===== src/rtl/pulse_swallow_pkg.sv =====
// Shared types and helpers for the pulse-swallow modulus controller.
//
// Contents:
//   PscCntW   - default width of the P/S counters and config fields
//   PscNW     - width of the division ratio N = 3P + S
//   ratio_n   - computes 3p + s at full width (no overflow)
//   cfg_valid - a (p, s) pair is usable when p >= 1 and s <= p
//
// The helper functions are sized by PscCntW, so the modules that use them
// keep CNT_W at this default.
package pulse_swallow_pkg;

  localparam int unsigned PscCntW = 6;
  localparam int unsigned PscNW   = PscCntW + 2;

  // Max result is 4 * (2^PscCntW - 1), which fits in PscCntW + 2 bits.
  function automatic logic [PscNW-1:0] ratio_n(input logic [PscCntW-1:0] p,
                                               input logic [PscCntW-1:0] s);
    logic [PscNW-1:0] pw;
    logic [PscNW-1:0] sw;
    pw = {2'b00, p};
    sw = {2'b00, s};
    return (pw << 1) + pw + sw;
  endfunction

  function automatic logic cfg_valid(input logic [PscCntW-1:0] p,
                                     input logic [PscCntW-1:0] s);
    return (p != '0) && (s <= p);
  endfunction

endpackage


===== src/rtl/ps_cfg_shadow.sv =====
// Shadow configuration for the pulse-swallow controller.
//
// Captures a requested (P, S) pair on cfg_load_i, validates it and holds it
// until the counter reports a period boundary (wrap_i). apply_o then tells the
// top to copy p_sh_o/s_sh_o into the active config on that same edge.
//
// Ports:
//   clk_i       clock (prescaler output)
//   rst_i       synchronous active-high reset
//   cfg_load_i  one-cycle load strobe
//   cfg_p_i     requested P
//   cfg_s_i     requested S
//   wrap_i      the current edge ends an output period
//   apply_o     combinational: active config takes the shadow on this edge
//   p_sh_o      shadow P
//   s_sh_o      shadow S
//   pend_o      a valid config is waiting for the next boundary
//   err_o       one-cycle pulse after a rejected load
module ps_cfg_shadow
  import pulse_swallow_pkg::*;
#(
  parameter int unsigned CNT_W = PscCntW,
  parameter int unsigned P_DEF = 4,
  parameter int unsigned S_DEF = 0
) (
  input  logic             clk_i,
  input  logic             rst_i,
  input  logic             cfg_load_i,
  input  logic [CNT_W-1:0] cfg_p_i,
  input  logic [CNT_W-1:0] cfg_s_i,
  input  logic             wrap_i,
  output logic             apply_o,
  output logic [CNT_W-1:0] p_sh_o,
  output logic [CNT_W-1:0] s_sh_o,
  output logic             pend_o,
  output logic             err_o
);

  logic [CNT_W-1:0] p_sh_q, p_sh_d;
  logic [CNT_W-1:0] s_sh_q, s_sh_d;
  logic             pend_q, pend_d;
  logic             err_q, err_d;
  logic             load_ok;

  assign load_ok = cfg_load_i && cfg_valid(cfg_p_i, cfg_s_i);

  // A valid load landing on the boundary edge supersedes the older pending
  // value: that value is dropped and the new one waits for the next boundary.
  assign apply_o = wrap_i && pend_q && !load_ok;

  always_comb begin
    p_sh_d = p_sh_q;
    s_sh_d = s_sh_q;
    pend_d = pend_q;
    err_d  = cfg_load_i && !load_ok;
    if (load_ok) begin
      p_sh_d = cfg_p_i;
      s_sh_d = cfg_s_i;
      pend_d = 1'b1;
    end else if (wrap_i) begin
      pend_d = 1'b0;
    end
  end

  always_ff @(posedge clk_i) begin
    if (rst_i) begin
      p_sh_q <= CNT_W'(P_DEF);
      s_sh_q <= CNT_W'(S_DEF);
      pend_q <= 1'b0;
      err_q  <= 1'b0;
    end else begin
      p_sh_q <= p_sh_d;
      s_sh_q <= s_sh_d;
      pend_q <= pend_d;
      err_q  <= err_d;
    end
  end

  assign p_sh_o = p_sh_q;
  assign s_sh_o = s_sh_q;
  assign pend_o = pend_q;
  assign err_o  = err_q;

endmodule


===== src/rtl/pulse_swallow_ctrl.sv =====
// Modulus controller for a dual-modulus /3 / /4 prescaler.
//
// Counts P prescaler periods per output period and holds mod_o high (/4) for
// the first S of them, giving N = 3P + S. New configs are double-buffered in
// ps_cfg_shadow and only applied on a period boundary.
//
// Optional build macro PSC_TOGGLE_OUT_EN adds div_tgl_o, a flop toggling on
// every boundary (~50% duty output at ratio 2N).
//
// Ports:
//   clk_in_i    prescaler output clock
//   rst_i       synchronous active-high reset
//   en_i        count enable; low holds all counting state
//   cfg_load_i  one-cycle strobe capturing cfg_p_i/cfg_s_i
//   cfg_p_i     requested P
//   cfg_s_i     requested S
//   mod_o       modulus select (1 = /4), decoded from registered state
//   div_out_o   one-cycle pulse per completed output period
//   cfg_pend_o  accepted config waiting for the next boundary
//   cfg_err_o   one-cycle pulse: load rejected
//   n_act_o     active ratio 3P + S
//   div_tgl_o   (PSC_TOGGLE_OUT_EN only) toggles on every boundary
module pulse_swallow_ctrl
  import pulse_swallow_pkg::*;
#(
  parameter int unsigned CNT_W = PscCntW,
  parameter int unsigned P_DEF = 4,
  parameter int unsigned S_DEF = 0
) (
  input  logic             clk_in_i,
  input  logic             rst_i,
  input  logic             en_i,
  input  logic             cfg_load_i,
  input  logic [CNT_W-1:0] cfg_p_i,
  input  logic [CNT_W-1:0] cfg_s_i,
  output logic             mod_o,
  output logic             div_out_o,
  output logic             cfg_pend_o,
  output logic             cfg_err_o,
`ifdef PSC_TOGGLE_OUT_EN
  output logic             div_tgl_o,
`endif
  output logic [CNT_W+1:0] n_act_o
);

  logic [CNT_W-1:0] pc_q;
  logic [CNT_W-1:0] p_act_q;
  logic [CNT_W-1:0] s_act_q;
  logic [CNT_W+1:0] n_act_q;
  logic             div_q;
  logic             wrap;
  logic             apply;
  logic [CNT_W-1:0] p_sh;
  logic [CNT_W-1:0] s_sh;

  assign wrap = en_i && (pc_q == p_act_q - CNT_W'(1));

  ps_cfg_shadow #(
    .CNT_W (CNT_W),
    .P_DEF (P_DEF),
    .S_DEF (S_DEF)
  ) u_cfg_shadow (
    .clk_i      (clk_in_i),
    .rst_i      (rst_i),
    .cfg_load_i (cfg_load_i),
    .cfg_p_i    (cfg_p_i),
    .cfg_s_i    (cfg_s_i),
    .wrap_i     (wrap),
    .apply_o    (apply),
    .p_sh_o     (p_sh),
    .s_sh_o     (s_sh),
    .pend_o     (cfg_pend_o),
    .err_o      (cfg_err_o)
  );

  always_ff @(posedge clk_in_i) begin
    if (rst_i) begin
      pc_q    <= '0;
      p_act_q <= CNT_W'(P_DEF);
      s_act_q <= CNT_W'(S_DEF);
      n_act_q <= ratio_n(CNT_W'(P_DEF), CNT_W'(S_DEF));
      div_q   <= 1'b0;
    end else begin
      div_q <= wrap;
      if (en_i) begin
        pc_q <= wrap ? '0 : pc_q + CNT_W'(1);
      end
      if (apply) begin
        p_act_q <= p_sh;
        s_act_q <= s_sh;
        n_act_q <= ratio_n(p_sh, s_sh);
      end
    end
  end

`ifdef PSC_TOGGLE_OUT_EN
  logic tgl_q;
  always_ff @(posedge clk_in_i) begin
    if (rst_i) begin
      tgl_q <= 1'b0;
    end else if (wrap) begin
      tgl_q <= ~tgl_q;
    end
  end
  assign div_tgl_o = tgl_q;
`endif

  // The first S counts of each period use /4.
  assign mod_o     = (pc_q < s_act_q);
  assign div_out_o = div_q;
  assign n_act_o   = n_act_q;

endmodule


===== config.mk =====
export PLATFORM = sky130hd
export DESIGN_NAME = pulse_swallow_ctrl
export DESIGN_NICKNAME = d
export VERILOG_FILES = /design/src/rtl/pulse_swallow_pkg.sv /design/src/rtl/ps_cfg_shadow.sv /design/src/rtl/pulse_swallow_ctrl.sv
export SDC_FILE = /design/constraint.sdc
export NUM_CORES = 1
export LEC_CHECK = 0
export ABC_AREA = 1
export CAP_MARGIN = 20
export CORE_MARGIN = 2
export CORE_UTILIZATION = 50
export DETAILED_ROUTE_END_ITERATION = 16
export HOLD_SLACK_MARGIN = 0.05
export PLACE_DENSITY = 0.84
export SETUP_SLACK_MARGIN = 0.15
export SYNTH_ARGS = -nofsm -noshare
export SYNTH_HDL_FRONTEND = slang
export SYNTH_SLANG_ARGS = --single-unit

===== constraint.sdc =====
create_clock -name clk_in_i -period 1.9 [get_ports clk_in_i]
set_input_delay 0.475 -clock clk_in_i [delete_from_list [all_inputs] [get_ports clk_in_i]]
set_output_delay 0.475 -clock clk_in_i [all_outputs]
set_load 0.01 [all_outputs]

==> results.txt <==
- Result of the run: complete, but fails checks
* Violated checks: setup timing
* Sum of met3 wire segment lengths after detailed routing: 699 um
- In this run, the combinational gates consume 32.8% of the power.
- Routability-driven placement finished with a final weighted congestion of 0.825.
* First-pass iteration count of the detailed router: 5
- Crit path setup slack, layout: -0.305 ns
* IO buf count: 27
- Required time of the worst setup path: 2.10 ns
- STA classifies the critical path startpoint as a flop.
- After layout, the minimum clock period comes to 2.20 ns.
* Fill cells: 212
- A synthesized cell averages 7.17 sq um.
* Initial core utilization: 51.1%
- The internal portion of the total power is 0.00174 W.
- Number of max-capacitance violations reported: 0
* Cell type of the slowest stage on the worst timing path: fa_1
- The highest metal layer carrying signal wires in the routed design is met4.
* Final antenna diode count: 0
- The number of cells on the worst reg-to-reg path is 11.
- The wire-length estimate of the detail-placed layout is 4.31 mm.
- Crit path kind: reg -> reg
- Top library cells by usage in the layout, fill and taps aside: nand2_1, buf_4, nor2_1, inv_1, buf_6
- STA classifies the critical path endpoint as a flop.
* Number of nets with antenna violations after detailed routing: 0
- Fraction of power spent switching nets: 31.2%
* Avg WL per Cell: 19.6 um
* Total instance count after detailed placement: 442
- Pins over their slew limit: 0
- Crit-path leading delay family: adder cells
- Yosys printed 0 warnings.
- Post-synth top area share: 34.7%
* Layout Cells excl Fill: 480
* PwrDens: 646 nW/um^2
* Share of layout cells above drive strength 1: 45.5%
* Die area: 5300 sq um
- Summing every instance area after synthesis gives 2370 sq um.
- The critical path contains buffers and inverters numbering 2 combined.
* Critical register-to-register path endpoint: n_act_o[5]
* Type of the most critical hold path: reg -> reg
- Sequential-to-total area share from yosys stat: 34.7%
* Cells after Synth: 330
- The clock reaches the later pin of the worst-skew pair after 0.30 ns.
- Met1 Wirelength: 3.36 mm
- Final cycle utilization of the critical path: 116%
- Number of nets in the finished design: 467
- Across the VDD grid, the largest voltage drop is 0.408 mV.
- Setup repair after global routing could not meet its margin everywhere.
- The analysis attributes to net switching a power of 0.000790 W.
* Number of core rows: 25
* Hold path depth: 2
- Derived from the worst setup path, the maximum achievable clock frequency is 0.454 GHz.
- When the netlist entered floorplanning its net count stood at 372.
- Dominant synthesized flop cell: dfxtp_1
- The die is 72.8 um wide.
- Per report_power, the sequential group accounts for 37.0% of the total.
* FF-to-FF setup slack: -0.30 ns
* CTS clock-pin slew for the worst setup and hold paths: 0.09 ns
- DRC violations left: 0
* FFs w/ async S/R, synth: 0%
- Using the TritonRoute via totals, the vias-per-cell ratio works out to 5.80.
- Synth-to-layout area growth: 65.6%
- The library cell used most frequently in the layout, excluding fill and tap cells, is nand2_1.
* Max Fanout on Critical Path: 3
- Worst-case headroom to the max-slew limit: 74.2%
* First-pass GRT wire length: 12.0 mm
- After detailed routing, the met2 layer carries 4.72 mm of wire.
- In this run, synthesis inferred 0 flip-flops with an integrated enable.
- TritonCTS built the clock tree.
- Final Hold Vio Count: 0
* Setup violators final: 22
- The startpoint identified for the worst register-to-register timing path is u_cfg_shadow.p_sh_o[1].
- Portion of total power attributed to the clock network: 30.2%
* Total wirelength of the detailed-routed design: 9.41 mm
- Initial antenna violation count: 0
- Pin count of the biggest net entering global routing: 34
- Y dimension of the die: 72.8 um
- Global routing used 29.2% of the available tracks across all layers.
* I/O pin count: 28
- Clock tree synthesis found a total of 41 sinks.
* WHS Endpoint: n_act_o[3]
- For this block, the initial DRC count from the detailed router was 368.
* Leakage: 1.78 nW
- The number of clock buffers added by TritonCTS is 5.
- Min-delay src: n_act_o[3]
- In this run the number of H-tree levels came out at 2.
- In this run, synthesis produced a sequential element count of 41.
- The number of global-route vias before repair is 2,645.
* Leading post-synthesis cells by cell area: dfxtp_1, nand2_1, ha_1
- Number of buffers on the longest clock path: 2
* Total gr overflow: 0
* Crit-path max cell delay: 0.47 ns
- The critical path goes through fa_1, ha_2, fa_2, nand3_2, nand2_2, buf_4, buf_6, xnor2_2, nand2_1, nand2_1, nor2_1.
- The core region is 4630 sq um.
- The routed layout has 2,783 vias.
- The biggest area contributor in the post-synthesis netlist is dfxtp_1.
- Data on the critical path arrives at its endpoint at 2.40 ns.
- Hold buffer count at CTS: 0
* Cell at the root of the clock tree: clkbuf_8
- Most numerous cell on the critical path: nand2_1
- Counting distinct cell types in the post-synthesis netlist gives 25.
- Across the routed clock network, the largest skew measured is 0.00870 ns.
- Setup Slack @ Placement: -0.592 ns
- At the pin with the least slew margin, the transition time is 0.385 ns.
[sequential cells by signal, summed over array words and instances (netlist names)]
name                 cells
div_out_o                1
n_act_o                  8
p_act_q                  6
pc_q                     6
s_act_q                  6
u_cfg_shadow.err_o       1
u_cfg_shadow.p_sh_o      6
u_cfg_shadow.pend_o      1
u_cfg_shadow.s_sh_o      6
[power by group through the flow]
stage	registers, W	clock network [W]	logic, W
finish	0.000938	0.000765	0.000830
detailed placement	0.000949	0	0.000583
floorplan	0.000945	0	0.000355
CTS	0.000930	0.000733	0.000652
global route	0.000941	0.000786	0.000880
global placement	0.000947	0	0.000550
[worst max path at each step]
stage | slack, ns | start | cells after the start | end
finish | -0.30 | u_cfg_shadow.p_sh_o[1] | 11 | n_act_o[5]
CTS | -0.19 | u_cfg_shadow.p_sh_o[1] | 11 | n_act_o[7]
global route | -0.38 | u_cfg_shadow.p_sh_o[1] | 11 | n_act_o[5]
detailed placement | -0.59 | cfg_p_i[2] | 13 | p_act_q[5]
global placement | -0.52 | cfg_p_i[2] | 15 | p_act_q[1]
floorplan | -0.06 | u_cfg_shadow.s_sh_o[1] | 11 | n_act_o[7]
[worst min-delay path: stages (launching register included)]
cell and delay, ns:
dfxtp_1 0.33, nand2_1 0.06, nand3_1 0.05
[layer usage]
| metal | GRT usage, % | vias up |
|---|---|---|
| met2 | 50.9 | 187 |
| li1 | - | 1226 |
| met5 | 0 | - |
| met3 | 6.08 | 58 |
| met1 | 33.9 | 1312 |
| met4 | 14.0 | 0 |
[stage by stage]
step                setup TNS (ns)  hold slack, ns  area, sq um  util (%)  total power (W)
floorplan                  -0.0572           0.448         2510         -          0.00130
global placement            -16.25           0.451         3110      67.2          0.00150
detailed placement          -18.12           0.449         3110      67.2          0.00153
CTS                         -0.772           0.466         3570      77.1          0.00232
global route                 -5.95           0.509         3920      84.7          0.00261
finish                       -3.67           0.468         3920      84.7          0.00253
[logic make-up (layout without fill, tap and decap cells)]
family	after synthesis	after routing	synth area share, %
adders and majority gates	26	26	15.6
AOI/OAI and AO/OA	37	37	8.25
buffers and inverters	53	149	9.41
and+or+nand+nor	163	163	28.3
xor gates and xnor gates	10	10	3.70
DFF	41	41	34.7
[cell usage after synthesis, types with 2 or more instances]
library cell and instances:
nand2_1 87, nor2_1 49, inv_1 43, dfxtp_1 41
a21oi_1 23, ha_1 20, nand3_1 15, o21ai_0 11
xor2_1 9, fa_1 6, nand4_1 4, buf_6 3
nor3_1 3, buf_1 2, clkbuf_1 2, inv_2 2
nor2_4 2
[repair_timing]
action / CTS / global route
pin swaps: 25 / 28
gates resized for setup: 96 / 91
gates cloned: 4 / 0
setup endpoints to repair: 35 / 44
setup buffers: 17 / 9
[layout make-up]
cell class | count | area, sq um | share of cell area (%)
Clock inverter | 1 | 30.0 | 0.766
Inverter | 45 | 194 | 4.95
Sequential cell | 41 | 845 | 21.5
Tap cell | 54 | 67.6 | 1.72
Timing Repair Buffer | 96 | 955 | 24.3
Multi-Input combinational cell | 236 | 1740 | 44.5
Clock buffer | 7 | 86.3 | 2.20
(Power assumes the default switching activity.)
